<file path="config.mk">
export PLATFORM = sky130hd
export DESIGN_NAME = serial_subtractor
export DESIGN_NICKNAME = d
export VERILOG_FILES = /design/src/rtl/serial_subtractor.sv
export SDC_FILE = /design/constraint.sdc
export NUM_CORES = 1
export LEC_CHECK = 0
export ABC_AREA = 1
export CORE_MARGIN = 2
export CORE_UTILIZATION = 40
export DETAILED_ROUTE_END_ITERATION = 12
export GPL_ROUTABILITY_DRIVEN = 0
export PLACE_DENSITY = 0.62
export SLEW_MARGIN = 20
export SYNTH_ARGS = -nofsm -noshare
export SYNTH_HDL_FRONTEND = slang
export SYNTH_SLANG_ARGS = --single-unit
</file>
<file path="constraint.sdc">
create_clock -name clk -period 2.1 [get_ports clk]
set_input_delay 0.42 -clock clk [delete_from_list [all_inputs] [get_ports clk]]
set_output_delay 0.42 -clock clk [all_outputs]
set_load 0.02 [all_outputs]
</file>
<file path="src/rtl/serial_subtractor.sv">
// Bit-serial A - B, LSB first, one registered borrow.
// Valid/ready on both sides; reports borrow, zero and signed overflow.
module serial_subtractor #(
  parameter int N = 6
) (
  input  logic         clk,
  input  logic         rst_n,
  input  logic         in_valid,
  output logic         in_ready,
  input  logic [N-1:0] A,
  input  logic [N-1:0] B,
  output logic         out_valid,
  input  logic         out_ready,
  output logic [N-1:0] diff,
  output logic         bout,
  output logic         zero,
  output logic         ovf
);

  localparam int CW = (N > 2) ? $clog2(N) : 1;

  typedef enum logic [1:0] {
    IDLE,
    SHIFT,
    DONE
  } state_t;

  state_t state, state_n;

  logic [N-1:0]  a_sr, b_sr, res_sr, res_n;
  logic [CW-1:0] cnt;
  logic          br, br_n, d;
  logic          a_msb, b_msb;
  logic          last;

  assign d     = a_sr[0] ^ b_sr[0] ^ br;
  assign br_n  = (~a_sr[0] & b_sr[0]) | (~(a_sr[0] ^ b_sr[0]) & br);
  assign res_n = {d, res_sr[N-1:1]};
  assign last  = (cnt == CW'(N - 1));

  always_comb begin
    state_n = state;
    unique case (state)
      IDLE:  if (in_valid && in_ready) state_n = SHIFT;
      SHIFT: if (last) state_n = DONE;
      DONE:  if (out_valid && out_ready) state_n = IDLE;
      default: state_n = IDLE;
    endcase
  end

  always_ff @(posedge clk or negedge rst_n) begin
    if (!rst_n) begin
      state <= IDLE;
    end else begin
      state <= state_n;
    end
  end

  // Handshake flags track the state being entered, so they stay registered.
  always_ff @(posedge clk or negedge rst_n) begin
    if (!rst_n) begin
      in_ready  <= 1'b0;
      out_valid <= 1'b0;
    end else begin
      in_ready  <= (state_n == IDLE);
      out_valid <= (state_n == DONE);
    end
  end

  always_ff @(posedge clk or negedge rst_n) begin
    if (!rst_n) begin
      a_sr   <= '0;
      b_sr   <= '0;
      res_sr <= '0;
      br     <= 1'b0;
      cnt    <= '0;
      a_msb  <= 1'b0;
      b_msb  <= 1'b0;
      diff   <= '0;
      bout   <= 1'b0;
      zero   <= 1'b0;
      ovf    <= 1'b0;
    end else begin
      unique case (state)
        IDLE: begin
          if (in_valid && in_ready) begin
            a_sr  <= A;
            b_sr  <= B;
            a_msb <= A[N-1];
            b_msb <= B[N-1];
            br    <= 1'b0;
            cnt   <= '0;
          end
        end
        SHIFT: begin
          a_sr   <= a_sr >> 1;
          b_sr   <= b_sr >> 1;
          res_sr <= res_n;
          br     <= br_n;
          cnt    <= cnt + 1'b1;
          if (last) begin
            diff <= res_n;
            bout <= br_n;
            zero <= (res_n == '0);
            ovf  <= (a_msb != b_msb) && (d != a_msb);
          end
        end
        default: ;
      endcase
    end
  end

endmodule

</file>
==> results of run 1 <==
==> registers in the layout, summed over array words and instances (netlist names) <==
signal	flops
a_sr	6
b_sr	6
diff	6
res_sr	5
cnt	3
state	2
a_msb	1
b_msb	1
bout	1
br	1
in_ready	1
out_valid	1
ovf	1
zero	1
==> metal layers <==
metal	global-route usage [%]	share of wire (%)	up-vias
met5	0	0	-
met4	6.75	1.4	0
met3	5.43	3.5	5
met2	24.9	46	21
met1	22.9	49	618
li1	-	-	680
==> worst paths after layout <==
check | from | cells after the start | end | slack (ps)
worst max-delay path | out_valid | 1 | out_valid | 430
worst min-delay path | diff[0] | 2 | diff[0] | 490
worst max register to register | a_sr[0] | 6 | zero | 610
worst min register to register | diff[0] | 2 | diff[0] | 490
max in group asynchronous | rst_n | 2 | res_sr[2] | 1240
min in group asynchronous | rst_n | 2 | zero | 550
==> kinds of logic after synthesis <==
logic type,Yosys count,synth area share [%]
simple gates,127,33.1
flops,36,55.3
compound gates,12,3.91
buf+inv,19,4.99
fa+ha+maj,3,2.76
==> through the flow <==
step	hold slack (ps)	cells	utilization, %	cell area (µm²)	total power, W
final	485	277	51.2	2030	0.00322
after detailed placement	469	269	48.9	1940	0.00273
after floorplan	124	197	-	1630	0.00224
after CTS	488	277	51.2	2030	0.00325
after global placement	466	269	48.9	1940	0.00271
after global routing	523	277	51.2	2030	0.00352
==> cell usage in the layout, fill, tap and decap left out <==
cell,n
dfrtp_1,36
or2_1,2
nand2_1,82
buf_4,4
nand2_2,3
inv_2,2
clkbuf_8,6
a21oi_2,1
clkdlybuf4s50_1,26
clkbuf_1,2
nand3_1,30
fa_1,1
nand3b_1,2
ha_1,2
inv_1,9
o21ai_0,5
nor2_1,6
o21ai_1,6
nor2_2,2
==> power breakdown <==
group / total, W / internal [W] / leakage (nW) / switching [W]
sequential: 0.00121 / 0.00101 / 0.460 / 0.000194
clock: 0.000506 / 0.000268 / 0.0455 / 0.000239
combinational: 0.00151 / 0.000590 / 0.548 / 0.000915
total: 0.00322 / 0.00187 / 1.05 / 0.00135
==> cell type report <==
| type | instances | area share, % |
|---|---|---|
| Multi-Input combinational cell | 142 | 31.9 |
| Timing Repair Buffer | 30 | 14.3 |
| Inverter | 11 | 2.03 |
| Sequential cell | 36 | 44.3 |
| Tap cell | 50 | 3.08 |
| Clock buffer | 8 | 4.43 |
==> results_dict.tcl, run 1 <==
set metrics [dict create \
    status "completed" \
    first_global_vias 1217 \
    criticalPathCategory "reg -> out" \
    multi_input_area_um2 648 \
    clk_pin_slew_ps 70 \
    yosysWarnings 0 \
    synth_common_cells "nand2_1 (82), dfrtp_1 (36), nand3_1 (30), inv_1 (9)" \
    cp_num_buf_inv 1 \
    finalHoldViolCount 0 \
    drc 0 \
    overflow 0 \
    post_drt_via_cell_ratio 4.78 \
    fin_setup_tns_ps 0 \
    grt_max_degree 37 \
    first_iter_violations 103 \
    dieArea_um2 4600 \
    powerDensity_nw_per_um2 1580 \
    htree_levels 2 \
    dp_hpwl_um 2270 \
    slew_viol_final 0 \
    wl_per_cell_um 12.1 \
    coreArea_um2 3970 \
    syn_inst 197 \
    startpoint_type "register" \
    cts_buffer_depth 2 \
    grt_setup_unrepaired "no" \
    ys_async_sr_fraction_pct 100 \
    cp-end-kind "primary output" \
    cts_buffers 5 \
    leakagePower_nw 1.05 \
    antenna_found_initial 0 \
    insertion_delay_ps 290 \
    synth_nets 216 \
    cap_viol_max_count 0 \
    first_pass_iters 4 \
    skew_ps 4.20 \
    globalRouteTotalUtil_pct 16.8 \
    setup_violations 0 \
    ant_nets 0 \
    clock-root-buffer "clkbuf_8" \
    ys_types 18 \
    ios 27 \
    cp_max_fo 2 \
    synth_edf_count 0 \
    worst_pin_slew_ps 464 \
    pre_cts_ws_ps 439 \
    max_slew_margin_pct 69.1 \
    critPathMaxStageDelay_ps 610 \
    syn_area_per_cell_um2 8.28 \
    clock_sinks 36 \
    die_w_um 67.8 \
    period_minus_slack_ps 1670 \
    synth_area_um2 1630 \
    crit_arrival_ps 1250 \
    path_cells "clkdlybuf4s50_1" \
    postCtsResizedCells 0 \
    finalCritPeriodShare_pct 79.6 \
    initial_core_util_pct 41.1 \
    drive_gt1_share_pct 7.93 \
    slowest_stage "clkdlybuf4s50_1" \
    cts_hold_buf 0 \
    cp.required_ps 1680 \
    vias 1324 \
    synth.top_cell.area_share_pct 55.3 \
    ys_seq_area_share_pct 55.3 \
    cts_tree "done" \
    synth.most_common_cell "nand2_1" \
    grt_pass1_wl_um 5690 \
    diodes 0 \
    ys.flop_type "dfrtp_1" \
    area_growth_pct 24.7 \
    seq_area_um2 901 \
    synth_area_leaders "dfrtp_1 (55%), nand2_1 (19%), nand3_1 (9.2%)" \
    post_cts_buffers 0 \
    min_path_type "reg -> reg" \
    nets 245 \
    fmaxAchievable_ghz 0.598 \
    drt_wl_total_um 3360 \
    port_buffers 26 \
    path_delay_family "buffers and inverters" \
    yosys_register_bits 36 \
    setup_ws_ps 429 \
    peakVddDrop_uv 615 \
    fillers 393 \
    core.rowCount 23 \
    dieHeight_um 67.8 \
    synth_top_area_cell "dfrtp_1" \
]
(Power assumes the default switching activity.)
==> run 2: changes to the inputs <==
clock period = 1.69 ns   (was 2.1 ns; I/O delays follow)
==> run 2 against run 1 <==
Critical path type unchanged; hold slack lost 62 ps; sequential power grew 24%; critical endpoint is now diff[0]; highest routed layer unchanged; register-to-register slack lost 410 ps; via count grew 0.23%.
==> results_dict.tcl, run 2 (synthesized netlist as in run 1, its figures left out) <==
set metrics [dict create \
    slew_viol_final 0 \
    cp_num_buf_inv 1 \
    wl_per_cell_um 11.6 \
    worstRegToRegCells 6 \
    fin_area_um2 2070 \
    diodes 0 \
    first_pass_iters 4 \
    clock-root-buffer "clkbuf_8" \
    ant_nets 0 \
    die_w_um 67.8 \
    dieArea_um2 4600 \
    first_global_vias 1281 \
    grt_setup_unrepaired "no" \
    globalRouteTotalUtil_pct 16.3 \
    core.rowCount 23 \
    criticalPathCategory "reg -> out" \
    ios 27 \
    coreArea_um2 3970 \
    peakVddDrop_uv 731 \
    nets 248 \
    cts_buffer_depth 2 \
    initial_core_util_pct 41.1 \
    finalCritPeriodShare_pct 93.3 \
    worst_pin_slew_ps 350 \
    reg_top3 "a_sr x6, b_sr x6, diff x6" \
    cts_buffers 5 \
    fmaxAchievable_ghz 0.634 \
    cap_viol_max_count 0 \
    post_cts_buffers 0 \
    critPathMaxStageDelay_ps 610 \
    grt_pass1_wl_um 5620 \
    cts_tree "done" \
    clock_sinks 36 \
    insertion_delay_ps 280 \
    finalHoldViolCount 0 \
    post_drt_via_cell_ratio 4.76 \
    cp-end-kind "primary output" \
    vias 1327 \
    htree_levels 2 \
    fin_setup_tns_ps 0 \
    status "completed" \
    drt_wl_total_um 3250 \
    drive_gt1_share_pct 9.61 \
    setup_violations 0 \
    crit_arrival_ps 1240 \
    cts_hold_buf 0 \
    cp_max_fo 2 \
    dp_hpwl_um 2240 \
    path_cells "clkdlybuf4s50_1" \
    final_util_pct 52.2 \
    clk_pin_slew_ps 70 \
    layout_common_cells "nand2_1 (82), dfrtp_1 (36), nand3_1 (30), clkdlybuf4s50_1 (26), inv_1 (9)" \
    crit_cells 1 \
    antenna_found_initial 0 \
    dieHeight_um 67.8 \
    powerDensity_nw_per_um2 1970 \
    max_slew_margin_pct 76.6 \
    path_delay_family "buffers and inverters" \
    first_iter_violations 104 \
    area_growth_pct 27.2 \
    drc 0 \
    grt_max_degree 37 \
    leakagePower_nw 1.08 \
    slowest_stage "clkdlybuf4s50_1" \
    final_common_cell "nand2_1" \
    startpoint_type "register" \
    post_dp_cell_area_um2 1980 \
    postCtsResizedCells 0 \
    cp.required_ps 1350 \
    port_buffers 26 \
    skew_ps 5.35 \
    period_minus_slack_ps 1580 \
    overflow 0 \
    min_path_type "in -> async" \
]
run 2: routing by layer:
metal,part of all wire [%],up-vias,GRT usage (%),wire length (µm)
li1,-,680,-,-
met3,3.9,7,3.62,126
met5,0,-,0,0
met2,45,26,26.5,1470
met1,49,614,21.1,1600
met4,1.8,0,6.75,57
run 2: area by class of cell:
type / instances / area [µm²]
inverters: 11 / 41.3
multi-input cells: 142 / 648
fillers: 388 / 1900
well taps: 50 / 62.6
flip-flops and latches: 36 / 901
clock buffers: 7 / 96.3
repair buffers: 33 / 325
run 2: worst paths after layout:
kind | startpoint | to | slack (ps)
max | diff[0] | diff[0] | 110
min | rst_n | res_sr[5] | 420
max reg2reg | a_sr[0] | zero | 200
min reg2reg | zero | zero | 490
max in group asynchronous | rst_n | a_sr[2] | 1080
min in group clk | zero | zero | 490
run 2: where the power goes:
part,switching [W],internal [W],total (W),leakage [nW]
Sequential,0.000240,0.00126,0.00150,0.460
Combinational,0.00113,0.000790,0.00192,0.566
Clock,0.000297,0.000363,0.000660,0.0503
Total,0.00167,0.00241,0.00408,1.08
run 2: through the flow:
| stage | setup WS [ps] | std cells | hold WS, ps | total power, W |
|---|---|---|---|---|
| CTS | 96.9 | 279 | 436 | 0.00412 |
| global placement | 133 | 272 | 464 | 0.00342 |
| detailed placement | 90.3 | 272 | 466 | 0.00345 |
| finish | 113 | 279 | 423 | 0.00408 |
| global route | 52.9 | 279 | 436 | 0.00447 |
| floorplan | 368 | 197 | 42.4 | 0.00279 |
